==> config.mk <==
export PLATFORM = sky130hd
export DESIGN_NAME = adc_sample_sequencer
export DESIGN_NICKNAME = d
export VERILOG_FILES = /design/src/rtl/adc_sample_sequencer.sv
export SDC_FILE = /design/constraint.sdc
export NUM_CORES = 1
export LEC_CHECK = 0
export ABC_AREA = 1
export CAP_MARGIN = 20
export CELL_PAD_IN_SITES_DETAIL_PLACEMENT = 0
export CELL_PAD_IN_SITES_GLOBAL_PLACEMENT = 1
export CORE_MARGIN = 2
export CORE_UTILIZATION = 41
export CTS_CLUSTER_SIZE = 30
export DETAILED_ROUTE_END_ITERATION = 16
export GPL_ROUTABILITY_DRIVEN = 0
export HOLD_SLACK_MARGIN = 0.12
export PLACE_DENSITY = 0.85
export SLEW_MARGIN = 15
export SYNTH_ARGS = -nofsm -noshare
export SYNTH_HDL_FRONTEND = slang
export SYNTH_SLANG_ARGS = --single-unit
==> constraint.sdc <==
create_clock -name clk -period 5.1 [get_ports clk]
set_input_delay 1.02 -clock clk [delete_from_list [all_inputs] [get_ports clk]]
set_output_delay 1.02 -clock clk [all_outputs]
set_load 0.1 [all_outputs]
==> src/rtl/adc_sample_sequencer.sv <==
// Conversion scheduler for the dual-channel SPI ADC: period/one-shot triggering, timeout
// supervision and a 2-entry FWFT output FIFO. Define ADC_SEQ_AVG_EN for 2-sample averaging.
module adc_sample_sequencer #(
   parameter int PERIOD_W = 16,
   parameter int TIMEOUT  = 1024,
   parameter int DATA_W   = 12
) (
   input  logic                  clk,
   input  logic                  rst,
   input  logic                  run_i,
   input  logic                  single_i,
   input  logic [PERIOD_W-1:0]   period_i,
   output logic                  adc_en_o,
   input  logic                  adc_update_i,
   input  logic [DATA_W-1:0]     adc_data0_i,
   input  logic [DATA_W-1:0]     adc_data1_i,
   output logic                  out_valid_o,
   input  logic                  out_ready_i,
   output logic [2*DATA_W-1:0]   out_data_o,
   output logic                  busy_o,
   output logic [7:0]            overrun_cnt_o,
   output logic [7:0]            timeout_cnt_o
);

   localparam int TO_W = (TIMEOUT > 1) ? $clog2(TIMEOUT) : 1;

   typedef enum logic [1:0] {
      S_IDLE = 2'd0,
      S_WAIT = 2'd1,
      S_CAPT = 2'd2
   } state_t;

   state_t              state, state_n;
   logic                start, to_hit, capt;
   logic [TO_W-1:0]     to_cnt;
   logic [PERIOD_W-1:0] timer, period_q;
   logic                wrap;
   logic                pend_tm, pend_sw, pend;
   logic [DATA_W-1:0]   cap0, cap1;
   logic                en_q;

   logic                push, pop, full, drop, do_push;
   logic [2*DATA_W-1:0] push_data;
   logic [2*DATA_W-1:0] mem [2];
   logic                wr_ptr, rd_ptr;
   logic [1:0]          count;
   logic [7:0]          ovr_q, tmo_q;

   // Period is sampled at each wrap, so a new period_i only applies from the next wrap on.
   assign wrap = run_i && (period_q != '0) && (timer == period_q - PERIOD_W'(1));

   always_ff @(posedge clk or posedge rst) begin
      if (rst) begin
         timer    <= '0;
         period_q <= '0;
      end else if (!run_i || period_q == '0 || wrap) begin
         timer    <= '0;
         period_q <= period_i;
      end else begin
         timer    <= timer + PERIOD_W'(1);
      end
   end

   // Timer and software requests are tracked apart so run_i falling drops only the former.
   assign pend = pend_tm | pend_sw;

   always_ff @(posedge clk or posedge rst) begin
      if (rst) begin
         pend_tm <= 1'b0;
         pend_sw <= 1'b0;
      end else begin
         if (!run_i)      pend_tm <= 1'b0;
         else if (wrap)   pend_tm <= 1'b1;
         else if (start)  pend_tm <= 1'b0;
         if (single_i)    pend_sw <= 1'b1;
         else if (start)  pend_sw <= 1'b0;
      end
   end

   always_comb begin
      state_n = state;
      start   = 1'b0;
      to_hit  = 1'b0;
      capt    = 1'b0;
      case (state)
         S_IDLE: begin
            if (pend || (run_i && period_i == '0)) begin
               start   = 1'b1;
               state_n = S_WAIT;
            end
         end
         S_WAIT: begin
            if (adc_update_i) begin
               state_n = S_CAPT;
            end else if (to_cnt == TO_W'(TIMEOUT - 1)) begin
               to_hit  = 1'b1;
               state_n = S_IDLE;
            end
         end
         S_CAPT: begin
            capt    = 1'b1;
            state_n = S_IDLE;
         end
         default: state_n = S_IDLE;
      endcase
   end

   always_ff @(posedge clk or posedge rst) begin
      if (rst) begin
         state  <= S_IDLE;
         en_q   <= 1'b0;
         to_cnt <= '0;
         cap0   <= '0;
         cap1   <= '0;
         tmo_q  <= '0;
      end else begin
         state <= state_n;
         en_q  <= start;
         if (start)
            to_cnt <= '0;
         else if (state == S_WAIT)
            to_cnt <= to_cnt + TO_W'(1);
         if (state == S_WAIT && adc_update_i) begin
            cap0 <= adc_data0_i;
            cap1 <= adc_data1_i;
         end
         if (to_hit && tmo_q != 8'hFF)
            tmo_q <= tmo_q + 8'd1;
      end
   end

`ifdef ADC_SEQ_AVG_EN
   logic              phase, run_q;
   logic [DATA_W:0]   acc0, acc1, sum0, sum1;

   assign sum0      = acc0 + {1'b0, cap0};
   assign sum1      = acc1 + {1'b0, cap1};
   assign push      = capt && phase;
   assign push_data = {sum1[DATA_W:1], sum0[DATA_W:1]};

   // First capture of a pair is parked in the accumulators; the second one emits the mean.
   always_ff @(posedge clk or posedge rst) begin
      if (rst) begin
         phase <= 1'b0;
         run_q <= 1'b0;
         acc0  <= '0;
         acc1  <= '0;
      end else begin
         run_q <= run_i;
         if (run_q && !run_i) begin
            phase <= 1'b0;
         end else if (capt) begin
            phase <= ~phase;
            if (!phase) begin
               acc0 <= {1'b0, cap0};
               acc1 <= {1'b0, cap1};
            end
         end
      end
   end
`else
   assign push      = capt;
   assign push_data = {cap1, cap0};
`endif

   // A pop in the same cycle frees a slot, so a push into a full FIFO is still accepted.
   assign pop     = out_valid_o && out_ready_i;
   assign full    = (count == 2'd2);
   assign drop    = push && full && !pop;
   assign do_push = push && !drop;

   always_ff @(posedge clk or posedge rst) begin
      if (rst) begin
         mem[0] <= '0;
         mem[1] <= '0;
         wr_ptr <= 1'b0;
         rd_ptr <= 1'b0;
         count  <= 2'd0;
         ovr_q  <= '0;
      end else begin
         if (do_push) begin
            mem[wr_ptr] <= push_data;
            wr_ptr      <= ~wr_ptr;
         end
         if (pop)
            rd_ptr <= ~rd_ptr;
         count <= count + {1'b0, do_push} - {1'b0, pop};
         if (drop && ovr_q != 8'hFF)
            ovr_q <= ovr_q + 8'd1;
      end
   end

   assign adc_en_o      = en_q;
   assign busy_o        = (state == S_WAIT);
   assign out_valid_o   = (count != 2'd0);
   assign out_data_o    = mem[rd_ptr];
   assign overrun_cnt_o = ovr_q;
   assign timeout_cnt_o = tmo_q;

endmodule

==> results.md, run 1 <==
* Status: finished, final reports clean
* Endpoints failing setup at 0
* Core Box Area at 0.0165 mm²
* CTS tree: built
* Worst Hold Margin at 0.481 ns
* Post-synth cell types at 36
* Main synth FF type: dfrtp_1
* Min Tclk post-route at 3.81 ns
* Hold_buf cts at 0
* H-Tree Depth at 4
* Post_cts resized at 0
* IO Pins at 89
* Clock latency on the worst-skew pair at 0.42 ns
* CP Class: flip-flop to output port
* Synthesized net count at 911
* Power per cell area at 588 mW/mm²
* Input/output buffers at 88
* Sequential element share of the synthesized area at 50.2%
* Yosys warning count at 0
* Fmax at 263 MHz
* Core Rows at 47
* Critical path required time at 4.08 ns
* Max Root-Sink Buffers at 2
* RSZ-0062 raised after global routing: false
* CP Data Arrival Time at 2.79 ns
* Vias/cell at 4.73
* Syn-to-layout area delta at 23.9%
* DRT antenna net count at 0
* Measured slew at the worst slew-check pin at 0.999 ns
* Final design utilization at 51.9%
* Clock sinks at 139
* Finished Layout Cells at 1175
* Hold Crit Class: flip-flop to flip-flop
* Initial DRC count at 386
* Setup TNS at 0 ns
* Tot Pwr at 5.05 mW
* Vias post-DR at 5557
* Dpl cells at 1144
* Max stage delay on crit path at 0.98 ns
* Drt total wl at 15400 µm
* Cell area after synthesis at 0.00693 mm²
* Slew headroom at 33.2%
* CP Launch Type: flip-flop
* Die footprint at 0.0180 mm²
* Final instance area at 0.00858 mm²
* GRT overflow at 0
* Final Worst Setup Slack at 1.29 ns
* Syn Area/Cell at 8.08 µm²
* Pleak at 4.14 nW
* Post-synthesis register bit count at 139
* Largest delay share family, worst path: buffers and inverters
* CTS Buf Count at 17
* Chip height at 134 µm
* Synth Instances at 857
* Final worst path period share at 74.7%
* Asr flop ratio synth at 100%
* Most common cell after layout, fill and taps aside: nand2_1
* Vias in the first global route at 5237
* Antenna violations before repair at 0
* Share of cells above drive strength 1 at 7.33%
* Post-synth EDFFs at 0
* Hold Violations, Final at 0
* CP bufs+invs at 2
* Routed len/inst at 13.1 µm
* Pre-CTS WS at 1.71 ns
* Global-route wire length before repair at 25700 µm
* CP max stage cell: clkdlybuf4s50_1
* Max-cap violations at 0
* Drt drc at 0
* Clock root cell: clkbuf_16
* Final Slew Violations at 0
* IR drop worst, VDD at 0.487 mV
* Worst-path clk slew at 0.06 ns
* Die X at 134 µm
* Final #Nets at 997
* Initial Util at 41.9%
* CP Cell Sequence: clkinv_1 > nand2_1 > nand2_1 > clkdlybuf4s50_1
* Largest net degree at the start of global routing at 79
* Post-DP Area at 0.00800 mm²
* CP max FO at 25
* Ant diodes at 0
* Setup Skew at 0.00776 ns
* Most frequent cells in the layout: nand2_1 (276), dfrtp_1 (139), clkdlybuf4s50_1 (88), o21ai_0 (80), nor2_1 (73)
* Drt first pass iters at 5
* Global-route usage over all layers at 18.1%
* Setup Buffers After CTS at 0
* Half-perimeter wire length after placement at 10900 µm
* Most common cell on crit path: nand2_1
* Worst setup EP type: output port
==> routing by layer <==
layer  GRT usage [%]  wire [µm]
met3            3.93        615
met5               0          0
met4            6.68        259
met2            28.3       7130
met1            24.7       7420
==> cell type report <==
class,count,area [µm²]
well taps,220,275
clock buffers,18,439
repair buffers,95,933
clock inverters,13,143
inverters,76,290
fillers,1558,7940
multi-input cells,614,3020
flip-flops and latches,139,3480
==> sequential cells by signal, summed over array words and instances (netlist names), 2 cells and up <==
name,flops
cap0,12
cap1,12
count,2
mem,48
overrun_cnt_o,8
period_q,16
state,2
timeout_cnt_o,8
timer,16
to_cnt,10
==> final timing paths <==
kind                             start                to  slack, ns  cells after the start
setup / recovery                rd_ptr     out_data_o[0]       1.29                      4
hold / removal                  mem[4]            mem[4]       0.48                      2
setup reg to reg           period_q[0]       period_q[4]       2.54                     14
hold reg to reg                 mem[4]            mem[4]       0.48                      2
max in group asynchronous          rst           cap1[4]       3.09                      3
min in group asynchronous          rst  timeout_cnt_o[7]       1.10                      2
==> synthesized netlist by cell type (2+ instances only) <==
library cell	instances	area share (%)
buf_2	7	0.51
xor2_1	32	4.0
nand2_2	13	1.2
nand4_1	15	1.4
a21oi_1	5	0.36
dfrtp_1	139	50
nand2_4	3	0.49
nor2_4	3	0.49
o21ai_0	80	5.8
nor4_1	6	0.54
inv_2	2	0.11
ha_1	8	1.4
clkbuf_1	18	0.98
nor3_1	7	0.51
xnor2_1	16	2.0
mux2_2	2	0.33
inv_1	73	4.0
nand3b_1	3	0.33
nor2_1	73	4.0
nand2_1	276	15
nand3_1	59	4.3
nor2_2	3	0.27
==> worst register-to-register path: stages, from the launching register on <==
cell     delay (ns)
dfrtp_1        0.39
inv_1          0.19
ha_1           0.32
nand2_4        0.13
nor2_8         0.18
nand2_2        0.07
nand2_1        0.06
nand2_1        0.08
nor2_1         0.12
nand2_1        0.11
nor2_4         0.11
nand2_4        0.15
nand2_4        0.35
nand2_1        0.15
nand2_1        0.09
==> cell families (layout without fill, tap and decap cells) <==
kind of cell / Yosys count / after routing / synth area share, %
compound gates: 88 / 88 / 6.54
xor+xnor: 48 / 48 / 6.07
fa+ha+maj: 8 / 8 / 1.44
buf+inv: 104 / 202 / 6.16
flops: 139 / 139 / 50.2
mux: 2 / 2 / 0.325
simple gates: 468 / 468 / 29.3
==> report_power, final <==
group	total (mW)	internal, mW	leakage (nW)	switching, mW
logic	2.22	0.545	2.07	1.68
registers	1.62	1.44	1.79	0.184
clock network	1.20	0.733	0.283	0.469
No activity file was read; power rests on OpenSTA's default activity.
==> run 2: changes to the inputs <==
CORE_UTILIZATION = 37   (was 41)
PLACE_DENSITY = 0.82   (was 0.85)
clock period = 3.2 ns   (was 5.1 ns; I/O delays follow)
==> results.md, run 2 (synthesis results as in run 1) <==
* Combinational share of power at 46.8% (+2.7 points)
* RSZ-0062 raised after global routing: false
* Int Power at 4.70 mW (+73%)
* Core Rows at 50 (+6.4%)
* CP Class: flip-flop to flip-flop
* Drt total wl at 16000 µm (+3.8%)
* Syn-to-layout area delta at 28.3%
* Initial DRC count at 275 (-29%)
* Fmax at 409 MHz
* Register share of total power at 29.8% (-2.4 points)
* Worst Setup SP: period_q[0]
* Clock group share of total power at 23.4% (-0.4 points)
* DRT antenna net count at 0 (unchanged)
* Min Tclk post-route at 2.45 ns
* Half-perimeter wire length after placement at 11100 µm (+2.6%)
* Hold Path Origin: pend_sw
* Layout fillers at 1762 (+13%)
* Share of cells above drive strength 1 at 12.3% (+5.0 points)
* Most common cell after layout, fill and taps aside: nand2_1
* Routed len/inst at 13.4 µm (+2.2%)
* CP max FO at 31 (+24%)
* Max-cap violations at 0 (unchanged)
* Critical path required time at 3.56 ns (-0.52 ns)
* Clock latency on the worst-skew pair at 0.43 ns (about the same)
* GRT overflow at 0 (unchanged)
* Vias post-DR at 5627 (+1.3%)
* Input/output buffers at 88 (unchanged)
* Most frequent cells in the layout: nand2_1 (276), dfrtp_1 (139), o21ai_0 (80), nor2_1 (73), inv_1 (72)
* IR drop worst, VDD at 1.01 mV (+110%)
* Die footprint at 0.0198 mm² (+10%)
* Final #Nets at 1001 (+0.40%)
* Worst setup EP type: flip-flop
* Vias/cell at 4.71 (-0.35%)
* Top flop regs: mem x48, period_q x16, timer x16
* Ant diodes at 0 (unchanged)
* IO Pins at 89 (unchanged)
* Die X at 141 µm (+5.1%)
* Max Root-Sink Buffers at 2 (unchanged)
* Chip height at 141 µm (+5.1%)
* RR Startpoint: period_q[0]
* Net Sw Frac at 46.0% (-0.19 points)
* Most flop-heavy register: mem
* Final worst path period share at 76.5%
* CTS tree: built
* Setup TNS at 0 ns (unchanged)
* Drt first pass iters at 4 (-1)
* H-Tree Depth at 4 (unchanged)
* CP Data Arrival Time at 2.81 ns (+0.02 ns)
* Largest register FFs at 48 (unchanged)
* Pleak at 4.34 nW (+4.7%)
* Initial Util at 37.4% (-4.5 points)
* Setup Skew at 0.0112 ns (+0.00340 ns)
* Sw Pwr at 4.00 mW (+72%)
* Measured slew at the worst slew-check pin at 0.605 ns (-0.394 ns)
* Status: finished, final reports clean
* Tot Pwr at 8.70 mW (+72%)
* Vias in the first global route at 5590 (+6.7%)
* Drt drc at 0 (unchanged)
* Antenna violations before repair at 0 (unchanged)
* Hold Crit Class: flip-flop to flip-flop
* Hold_buf cts at 0 (unchanged)
* Post_cts resized at 0 (unchanged)
* R2r setup slk at 0.75 ns (-1.79 ns)
* Core Box Area at 0.0185 mm² (+12%)
* CTS Buf Count at 17 (unchanged)
* Power per cell area at 979 mW/mm² (+66%)
* Worst-path clk slew at 0.07 ns (about the same)
* Final Slew Violations at 0 (unchanged)
* Clock root cell: clkbuf_16
* Hold Violations, Final at 0 (unchanged)
* Finished Layout Cells at 1194 (+1.6%)
* Endpoints failing setup at 0 (unchanged)
* Largest net degree at the start of global routing at 59 (-25%)
* Clock sinks at 139 (unchanged)
* Setup Buffers After CTS at 0 (unchanged)
* CP Launch Type: flip-flop
* Global-route usage over all layers at 17.2% (-0.84 points)
* Global-route wire length before repair at 27400 µm (+6.7%)
* Dpl cells at 1162 (+1.6%)
* Slew headroom at 59.6% (+26 points)
run 2: cell count changes in the layout (fill, tap and decap cells not counted):
cell             before  now
clkdlybuf4s50_1      88   45
buf_12                0   26
buf_4                 7   28
clkinv_8              0    5
inv_8                 0    4
clkinv_2              3    0
inv_6                 4    2
bufinv_16             2    1
clkbuf_8              1    0
clkinv_4              3    2
run 2: metal layers:
| metal | GRT usage (%) | up-vias | share of wire (%) |
|---|---|---|---|
| met3 | 3.74 | 22 | 3.2 |
| met4 | 6.05 | 0 | 2.0 |
| met1 | 22.6 | 2606 | 46 |
| met5 | 0 | - | 0 |
| met2 | 28.3 | 97 | 48 |
| li1 | - | 2902 | - |
run 2: cell type report:
type | count | area (µm²) | share of cell area, %
Sequential cell | 139 | 3480 | 39.1
Multi-Input combinational cell | 614 | 3020 | 34.0
Timing Repair Buffer | 99 | 1180 | 13.3
Clock buffer | 17 | 425 | 4.79
Tap cell | 234 | 293 | 3.29
Inverter | 76 | 289 | 3.25
Clock inverter | 15 | 199 | 2.24
run 2: final timing paths:
| kind | depth (start not counted) | endpoint |
|---|---|---|
| max | 14 | period_q[0] |
| min | 1 | pend_sw |
| max reg2reg | 14 | period_q[0] |
| min reg2reg | 1 | pend_sw |
| max in group asynchronous | 4 | mem[7] |
| min in group asynchronous | 2 | mem[15] |
run 2: worst max-delay path, stage by stage (launching register included):
cell and delay [ns]:
dfrtp_1 0.39, inv_1 0.19, ha_1 0.31, nand2_4 0.12
nor2_8 0.18, nand2_2 0.07, nand2_1 0.06, nand2_1 0.07
nor2_1 0.10, nand2_1 0.10, nor2_4 0.11, nand2_4 0.15
nand2_4 0.35, nand2_1 0.10, nand2_1 0.07
run 2: stage by stage:
stage          hold slack (ns)  util (%)  instance area [µm²]  setup slack [ns]
3_5_place_dp             0.470      44.6                 8260             0.560
3_3_place_gp             0.466      44.6                 8260             0.587
6_report                 0.480      48.0                 8890             0.753
5_1_grt                  0.500      48.0                 8890             0.442
4_1_cts                  0.487      48.0                 8890             0.715
2_1_floorplan            0.453         -                 6930             0.673
run 2: power groups by stage:
| stage | clock network (mW) | logic [mW] | registers (mW) |
|---|---|---|---|
| 2_1_floorplan | 0 | 2.64 | 2.68 |
| 3_3_place_gp | 0 | 4.07 | 2.61 |
| 3_5_place_dp | 0 | 4.10 | 2.62 |
| 4_1_cts | 2.08 | 4.12 | 2.60 |
| 5_1_grt | 2.16 | 4.37 | 2.67 |
| 6_report | 2.04 | 4.07 | 2.59 |
